$ cat src/rtl/tx_burst_scheduler.sv
// Queues UART/button command requests and replays each as a burst of start_packet pulses.
// Optional build macro ABORT_ON_NEW_CMD_EN: a request accepted mid-burst ends that burst after its current gap.
module tx_burst_scheduler #(
    parameter int unsigned PACKETS_PER_BURST = 63,
    parameter int unsigned GAP_CYCLES        = 131071,
    parameter int unsigned FIFO_DEPTH        = 4,
    parameter logic [2:0]  IDLE_CMD          = 3'd7
) (
    input  logic       clk,
    input  logic       reset_n,
    input  logic       rx_valid,
    input  logic [7:0] rx_data,
    input  logic [3:0] btn_n,
    input  logic       pkt_done,
    output logic [2:0] cmd,
    output logic       start_packet,
    output logic       burst_active,
    output logic       fifo_full,
    output logic       overflow
);
    localparam int unsigned PKT_W = $clog2(PACKETS_PER_BURST + 1);
    localparam int unsigned GAP_W = (GAP_CYCLES > 1) ? $clog2(GAP_CYCLES) : 1;
    localparam int unsigned PTR_W = $clog2(FIFO_DEPTH);
    localparam int unsigned OCC_W = PTR_W + 1;

    localparam logic [OCC_W-1:0] OCC_FULL = OCC_W'(FIFO_DEPTH);
    localparam logic [PKT_W-1:0] PKT_LOAD = PKT_W'(PACKETS_PER_BURST);
    localparam logic [GAP_W-1:0] GAP_LOAD = GAP_W'(GAP_CYCLES - 1);
    localparam logic [GAP_W-1:0] GAP_ONE  = GAP_W'(1);

    typedef enum logic [1:0] {
        S_IDLE,
        S_START,
        S_WAIT,
        S_GAP
    } state_t;

    // Button synchronisers and edge detection
    logic [3:0] btn_meta_q;
    logic [3:0] btn_sync_q;
    logic [3:0] btn_prev_q;
    logic [3:0] btn_fall;

    always_ff @(posedge clk or negedge reset_n) begin
        if (!reset_n) begin
            btn_meta_q <= '1;
            btn_sync_q <= '1;
            btn_prev_q <= '1;
        end else begin
            btn_meta_q <= btn_n;
            btn_sync_q <= btn_meta_q;
            btn_prev_q <= btn_sync_q;
        end
    end

    assign btn_fall = btn_prev_q & ~btn_sync_q;

    // Request decode
    logic       uart_hit;
    logic [2:0] uart_code;
    logic       btn_hit;
    logic [2:0] btn_code;
    logic       push_req;
    logic [2:0] push_code;

    always_comb begin
        uart_hit  = 1'b0;
        uart_code = 3'd0;
        if (rx_valid) begin
            case (rx_data)
                8'h30: begin uart_hit = 1'b1; uart_code = 3'd0; end
                8'h31: begin uart_hit = 1'b1; uart_code = 3'd1; end
                8'h32: begin uart_hit = 1'b1; uart_code = 3'd2; end
                8'h33: begin uart_hit = 1'b1; uart_code = 3'd3; end
                8'h6C: begin uart_hit = 1'b1; uart_code = 3'd4; end
                default: begin uart_hit = 1'b0; uart_code = 3'd0; end
            endcase
        end
    end

    // Descending scan so the lowest-index edge is the one that survives
    always_comb begin
        btn_hit  = 1'b0;
        btn_code = 3'd0;
        for (int i = 3; i >= 0; i--) begin
            if (btn_fall[i]) begin
                btn_hit  = 1'b1;
                btn_code = 3'(i);
            end
        end
    end

    assign push_req  = uart_hit | btn_hit;
    assign push_code = uart_hit ? uart_code : btn_code;

    // Command FIFO
    logic [2:0]       fifo_mem_q [FIFO_DEPTH];
    logic [PTR_W-1:0] wr_ptr_q;
    logic [PTR_W-1:0] rd_ptr_q;
    logic [OCC_W-1:0] occ_q;
    logic [OCC_W-1:0] occ_d;
    logic             full_q;
    logic             ovf_q;
    logic             pop;
    logic             push_ok;
    logic [2:0]       head_code;

    state_t           state_q;

    assign pop       = (state_q == S_IDLE) && (occ_q != '0);
    assign push_ok   = push_req && ((occ_q != OCC_FULL) || pop);
    assign head_code = fifo_mem_q[rd_ptr_q];

    always_comb begin
        occ_d = occ_q;
        if (push_ok && !pop) begin
            occ_d = occ_q + 1'b1;
        end else if (!push_ok && pop) begin
            occ_d = occ_q - 1'b1;
        end
    end

    always_ff @(posedge clk) begin
        if (push_ok) begin
            fifo_mem_q[wr_ptr_q] <= push_code;
        end
    end

    always_ff @(posedge clk or negedge reset_n) begin
        if (!reset_n) begin
            wr_ptr_q <= '0;
            rd_ptr_q <= '0;
            occ_q    <= '0;
            full_q   <= 1'b0;
            ovf_q    <= 1'b0;
        end else begin
            if (push_ok) begin
                wr_ptr_q <= wr_ptr_q + 1'b1;
            end
            if (pop) begin
                rd_ptr_q <= rd_ptr_q + 1'b1;
            end
            occ_q  <= occ_d;
            full_q <= (occ_d == OCC_FULL);
            if (push_req && !push_ok) begin
                ovf_q <= 1'b1;
            end
        end
    end

    // Burst sequencer. The pkt_done cycle is counted as the first gap cycle, so the next
    // start lands exactly GAP_CYCLES after pkt_done; gap_cnt holds the cycles still to go.
    logic [PKT_W-1:0] pkt_left_q;
    logic [GAP_W-1:0] gap_cnt_q;
    logic [2:0]       cmd_q;
    logic             start_q;
    logic             active_q;
    logic             gap_expire;
    logic             abort_now;
    logic             more_pkts;

    assign gap_expire = ((state_q == S_GAP) && (gap_cnt_q <= GAP_ONE)) ||
                        ((state_q == S_WAIT) && pkt_done && (GAP_CYCLES == 1));
    assign more_pkts  = (pkt_left_q != '0) && !abort_now;

`ifdef ABORT_ON_NEW_CMD_EN
    logic abort_pending_q;

    always_ff @(posedge clk or negedge reset_n) begin
        if (!reset_n) begin
            abort_pending_q <= 1'b0;
        end else if (gap_expire && !more_pkts) begin
            abort_pending_q <= 1'b0;
        end else if (push_ok && active_q) begin
            abort_pending_q <= 1'b1;
        end
    end

    assign abort_now = abort_pending_q;
`else
    assign abort_now = 1'b0;
`endif

    always_ff @(posedge clk or negedge reset_n) begin
        if (!reset_n) begin
            state_q    <= S_IDLE;
            pkt_left_q <= '0;
            gap_cnt_q  <= '0;
            cmd_q      <= IDLE_CMD;
            start_q    <= 1'b0;
            active_q   <= 1'b0;
        end else begin
            start_q <= 1'b0;
            case (state_q)
                S_IDLE: begin
                    if (pop) begin
                        cmd_q      <= head_code;
                        pkt_left_q <= PKT_LOAD;
                        active_q   <= 1'b1;
                        start_q    <= 1'b1;
                        state_q    <= S_START;
                    end
                end
                S_START: begin
                    if (pkt_left_q != '0) begin
                        pkt_left_q <= pkt_left_q - 1'b1;
                    end
                    state_q <= S_WAIT;
                end
                S_WAIT: begin
                    if (pkt_done) begin
                        gap_cnt_q <= GAP_LOAD;
                        state_q   <= S_GAP;
                    end
                end
                S_GAP: begin
                    if (gap_cnt_q != '0) begin
                        gap_cnt_q <= gap_cnt_q - 1'b1;
                    end
                end
                default: state_q <= S_IDLE;
            endcase

            if (gap_expire) begin
                if (more_pkts) begin
                    start_q <= 1'b1;
                    state_q <= S_START;
                end else begin
                    active_q <= 1'b0;
                    state_q  <= S_IDLE;
                end
            end
        end
    end

    assign cmd          = cmd_q;
    assign start_packet = start_q;
    assign burst_active = active_q;
    assign fifo_full    = full_q;
    assign overflow     = ovf_q;

endmodule

$ cat config.mk
export PLATFORM = sky130hd
export DESIGN_NAME = tx_burst_scheduler
export DESIGN_NICKNAME = d
export VERILOG_FILES = /design/src/rtl/tx_burst_scheduler.sv
export SDC_FILE = /design/constraint.sdc
export NUM_CORES = 1
export LEC_CHECK = 0
export BUFFER_PORTS_ARGS = -buffer_cell sky130_fd_sc_hd__buf_2
export CORE_ASPECT_RATIO = 0.7
export CORE_MARGIN = 4
export CORE_UTILIZATION = 55
export CTS_CLUSTER_DIAMETER = 150
export CTS_CLUSTER_SIZE = 8
export DETAILED_ROUTE_END_ITERATION = 10
export PLACE_DENSITY_LB_ADDON = 0.12
export SYNTH_ARGS = -nofsm -noshare
export SYNTH_HDL_FRONTEND = slang
export SYNTH_SLANG_ARGS = --single-unit
export TNS_END_PERCENT = 1
$ cat constraint.sdc
create_clock -name clk -period 2.8 [get_ports clk]
set_input_delay 0.56 -clock clk [delete_from_list [all_inputs] [get_ports clk]]
set_output_delay 0.56 -clock clk [all_outputs]
set_load 0.02 [all_outputs]
==> reports/metrics.csv <==
stage;metric;value;unit
status;outcome;completed;
synthesis;post-synthesis async set-or-reset flop share;0.810;
floorplan;# IOs;23;
power;P_sw;1.20;mW
layout;nets;344;
worst_setup_path;reg2reg end;state_q[0];
power;Leak;1.41;nW
synthesis;Mean Syn Cell Area;11.0;um2
worst_setup_path;Setup crit end kind;flip-flop;
run;Max-Cap Viols;0;
drt;drt pass-1 iters;4;
place;placed cell count;373;
worst_setup_path;Setup CP Type;flip-flop to flip-flop;
layout;Area Overhead vs Synth;12.5;%
worst_setup_path;Worst path most repeated cell;or4_4;
power;Switching Fraction;0.365;
drt;vias;2196;
timing;Least-Margin Pin Slew;613;ps
global_route;largest net degree at the start of global routing;40;
worst_setup_path;crit path launch type;flip-flop;
worst_setup_path;FF-to-FF setup slack;310;ps
synthesis;Synth Register Bits;63;
drt;drt wl/cell;14.3;um
floorplan;Die X;98.0;um
power;Clock power frac;0.228;
clocking;clk_lat worst skew;330;ps
power;Int Pwr;2.08;mW
timing;Final Max Slew Viols;0;
global_route;Global Route Usage Sum;0.170;
drt;vias per cell;5.65;
timing;part of the cycle the worst path needs;0.888;
clocking;Worst-path clk slew;70;ps
layout;share of cells above drive strength 1;0.218;
clocking;cts hold-fix bufs;0;
layout;Non-Filler Instances;389;
synthesis;synth unique cells;48;
synthesis;sequential area share after synthesis;0.530;
timing;crit path time final;2490;ps
floorplan;std cell rows;22;
clocking;Num CTS Buffers;9;
worst_setup_path;RR Startpoint;gap_cnt_q[4];
place;IO Port Bufs;22;
worst_setup_path;CP Max Fanout;8;
worst_setup_path;CP max stage delay;560;ps
drt;Routed Antenna Nets;0;
global_route;antenna violations before repair;0;
synthesis;syn_nets;316;
power;part of the power in registers;0.428;
worst_setup_path;Arrival @ worst endpoint;2700;ps
floorplan;core footprint;5370;um2
timing;RSZ-0062 raised after global routing;no;
worst_setup_path;cells along the critical path;or4_4 > or3_1 > or4_4 > a21boi_4 > mux2_1;
clocking;setup bufs post-CTS;0;
hold_path;HP Class;input port to async pin;
worst_setup_path;R2R depth;5;
floorplan;Starting Density;0.581;
synthesis;yosys warns;0;
timing;setup_tns;0;ps
layout;n_diodes;0;
timing;max_slew headroom;0.588;
global_route;vias in the first global route;2053;
timing;count of final setup violators;0;
drt;drt initial violations;77;
synthesis;Syn Inst Count;284;
worst_setup_path;CP max-delay cell;or4_4;
power;worst vdd ir;0.000505;V
global_route;gr ovfl total;0;
place;DP HPWL;3.95;mm
synthesis;Post-Synthesis Cell Area;3120;um2
timing;clk_skew;9.36;ps
timing;fmax;402;MHz
global_route;first-pass GRT wire length;9.47;mm
power;pwr dens;933;nW/um2
clocking;clk sinks;63;
drt;remaining routing DRC violations;0;
worst_setup_path;worst path required time;3010;ps
clocking;clock buffer depth;2;
clocking;CTS tree;built;
floorplan;Die Ht;71.0;um
power;Comb power frac;0.343;
clocking;post_cts resized;0;
place;final RePlAce weighted congestion;0.736;
synthesis;Post-synth EDFFs;12;
drt;wirelength, routed;5.56;mm
synthesis;Synth Flop Type;dfrtp_1;
clocking;level count of the clock H-tree;3;
timing;final hold violation count;0;
floorplan;Die ar.;6960;um2
clocking;clock root cell;clkbuf_8;
cell usage after synthesis, types with 2 or more instances:
cell type | instances | area (um2)
a211oi_1 | 3 | 22.5
a21o_1 | 2 | 15.0
or3_1 | 6 | 37.5
or2_2 | 2 | 12.5
nor2b_1 | 2 | 12.5
nand2b_1 | 10 | 62.6
mux2i_1 | 6 | 60.1
o31ai_1 | 4 | 30.0
inv_1 | 14 | 52.6
and3_1 | 5 | 31.3
nand2_1 | 21 | 78.8
xnor2_1 | 6 | 52.6
a41oi_1 | 3 | 26.3
nor2_1 | 15 | 56.3
nor4_1 | 5 | 31.3
a21oi_1 | 18 | 90.1
or4_1 | 2 | 15.0
o21ai_0 | 8 | 40.0
o22ai_1 | 2 | 12.5
or4_4 | 2 | 22.5
o41ai_1 | 3 | 26.3
mux4_2 | 3 | 67.6
o21bai_1 | 2 | 15.0
clkbuf_1 | 10 | 37.5
and4_1 | 2 | 17.5
ha_1 | 16 | 200
and2_1 | 6 | 37.5
nand3_1 | 5 | 25.0
edfxtp_1 | 12 | 360
nor3_1 | 9 | 45.0
dfstp_2 | 15 | 394
a31oi_1 | 13 | 81.3
dfrtp_1 | 36 | 901
o21a_1 | 2 | 15.0
placed cells by master (no fill, tap or decap), types with 2 or more instances in the layout:
cell,n
and4_1,2
a211oi_1,3
ha_1,16
nand2b_1,10
nor2_1,15
o21ai_0,8
xnor2_1,6
buf_4,6
buf_2,22
nor3_1,9
o21a_1,2
and3_1,5
a21oi_1,18
clkinv_2,3
dfstp_2,15
and2_1,6
clkbuf_8,9
a31oi_1,13
nor2b_1,2
a21o_1,2
nand2_1,21
clkinvlp_4,2
or4_1,2
o22ai_1,2
dfrtp_1,36
or3_1,6
o41ai_1,3
nor4_1,5
or2_2,2
inv_1,14
mux2i_1,6
mux4_2,3
a41oi_1,3
nand3_1,5
or4_4,2
edfxtp_1,12
o31ai_1,4
o21bai_1,2
logic make-up (layout without fill, tap and decap cells):
kind of cell	Yosys count	in the layout	synth area share
buffers and inverters	25	58	0.0305
XOR/XNOR	6	6	0.0168
multiplexers	11	11	0.0481
AND/OR/NAND/NOR	98	98	0.172
adder cells (fa/ha/maj)	16	16	0.0642
AO/OA/AOI/OAI	65	65	0.138
flip-flops	63	63	0.530
critical path, delay by kind of cell (launching register included):
family	cells	cell delay (ps)
compound gates	1	190
flops	1	450
mux	1	330
simple gates	3	1400
metal layers:
layer,up-vias,part of all wire,global-route usage,wire length [um]
li1,1100,-,-,-
met2,39,0.45,0.259,2510
met3,8,0.044,0.0552,246
met1,1049,0.49,0.236,2740
met4,0,0.0092,0.0415,51
met5,-,0,0,0
metrics by stage:
stage | setup WS, ps | utilization | total power, mW | hold slack [ps] | cell area (um2)
floorplan | 318 | - | 2.25 | 264 | 3120
global placement | 361 | 0.619 | 2.51 | 346 | 3320
detailed placement | 325 | 0.619 | 2.54 | 348 | 3320
CTS | 311 | 0.654 | 3.31 | 96.1 | 3510
global route | 222 | 0.654 | 3.52 | 109 | 3510
finish | 313 | 0.654 | 3.28 | 107 | 3510
how the worst max path moves through the flow:
stage / start / to / slack, ps / depth (start not counted)
finish: gap_cnt_q[4] / state_q[0] / 310 / 5
global route: occ_q[0] / fifo_full / 220 / 8
CTS: gap_cnt_q[4] / state_q[0] / 310 / 5
detailed placement: gap_cnt_q[4] / state_q[0] / 320 / 5
global placement: gap_cnt_q[4] / state_q[0] / 360 / 5
floorplan: gap_cnt_q[4] / state_q[0] / 320 / 6
power groups by stage:
stage	sequential, mW	clock [mW]	combinational (mW)
finish	1.40	0.748	1.13
CTS	1.40	0.773	1.14
detailed placement	1.41	0	1.13
floorplan	1.39	0	0.866
global route	1.44	0.806	1.27
global placement	1.40	0	1.11
area by class of cell:
cell class,count,area [um2]
repair buffers,28,155
multi-input cells,196,1370
clock buffers,9,124
well taps,72,90.1
flip-flops and latches,63,1660
inverters,14,52.6
clock inverters,7,63.8
fillers,438,1860
flip-flops by register name, summed over array words and instances, names as in the netlist:
register,flops
gap_cnt_q,17
fifo_mem_q,12
pkt_left_q,6
btn_meta_q,4
btn_prev_q,4
btn_sync_q,4
cmd,3
occ_q,3
rd_ptr_q,2
state_q,2
wr_ptr_q,2
burst_active,1
fifo_full,1
overflow,1
start_packet,1
(Power assumes the default switching activity.)
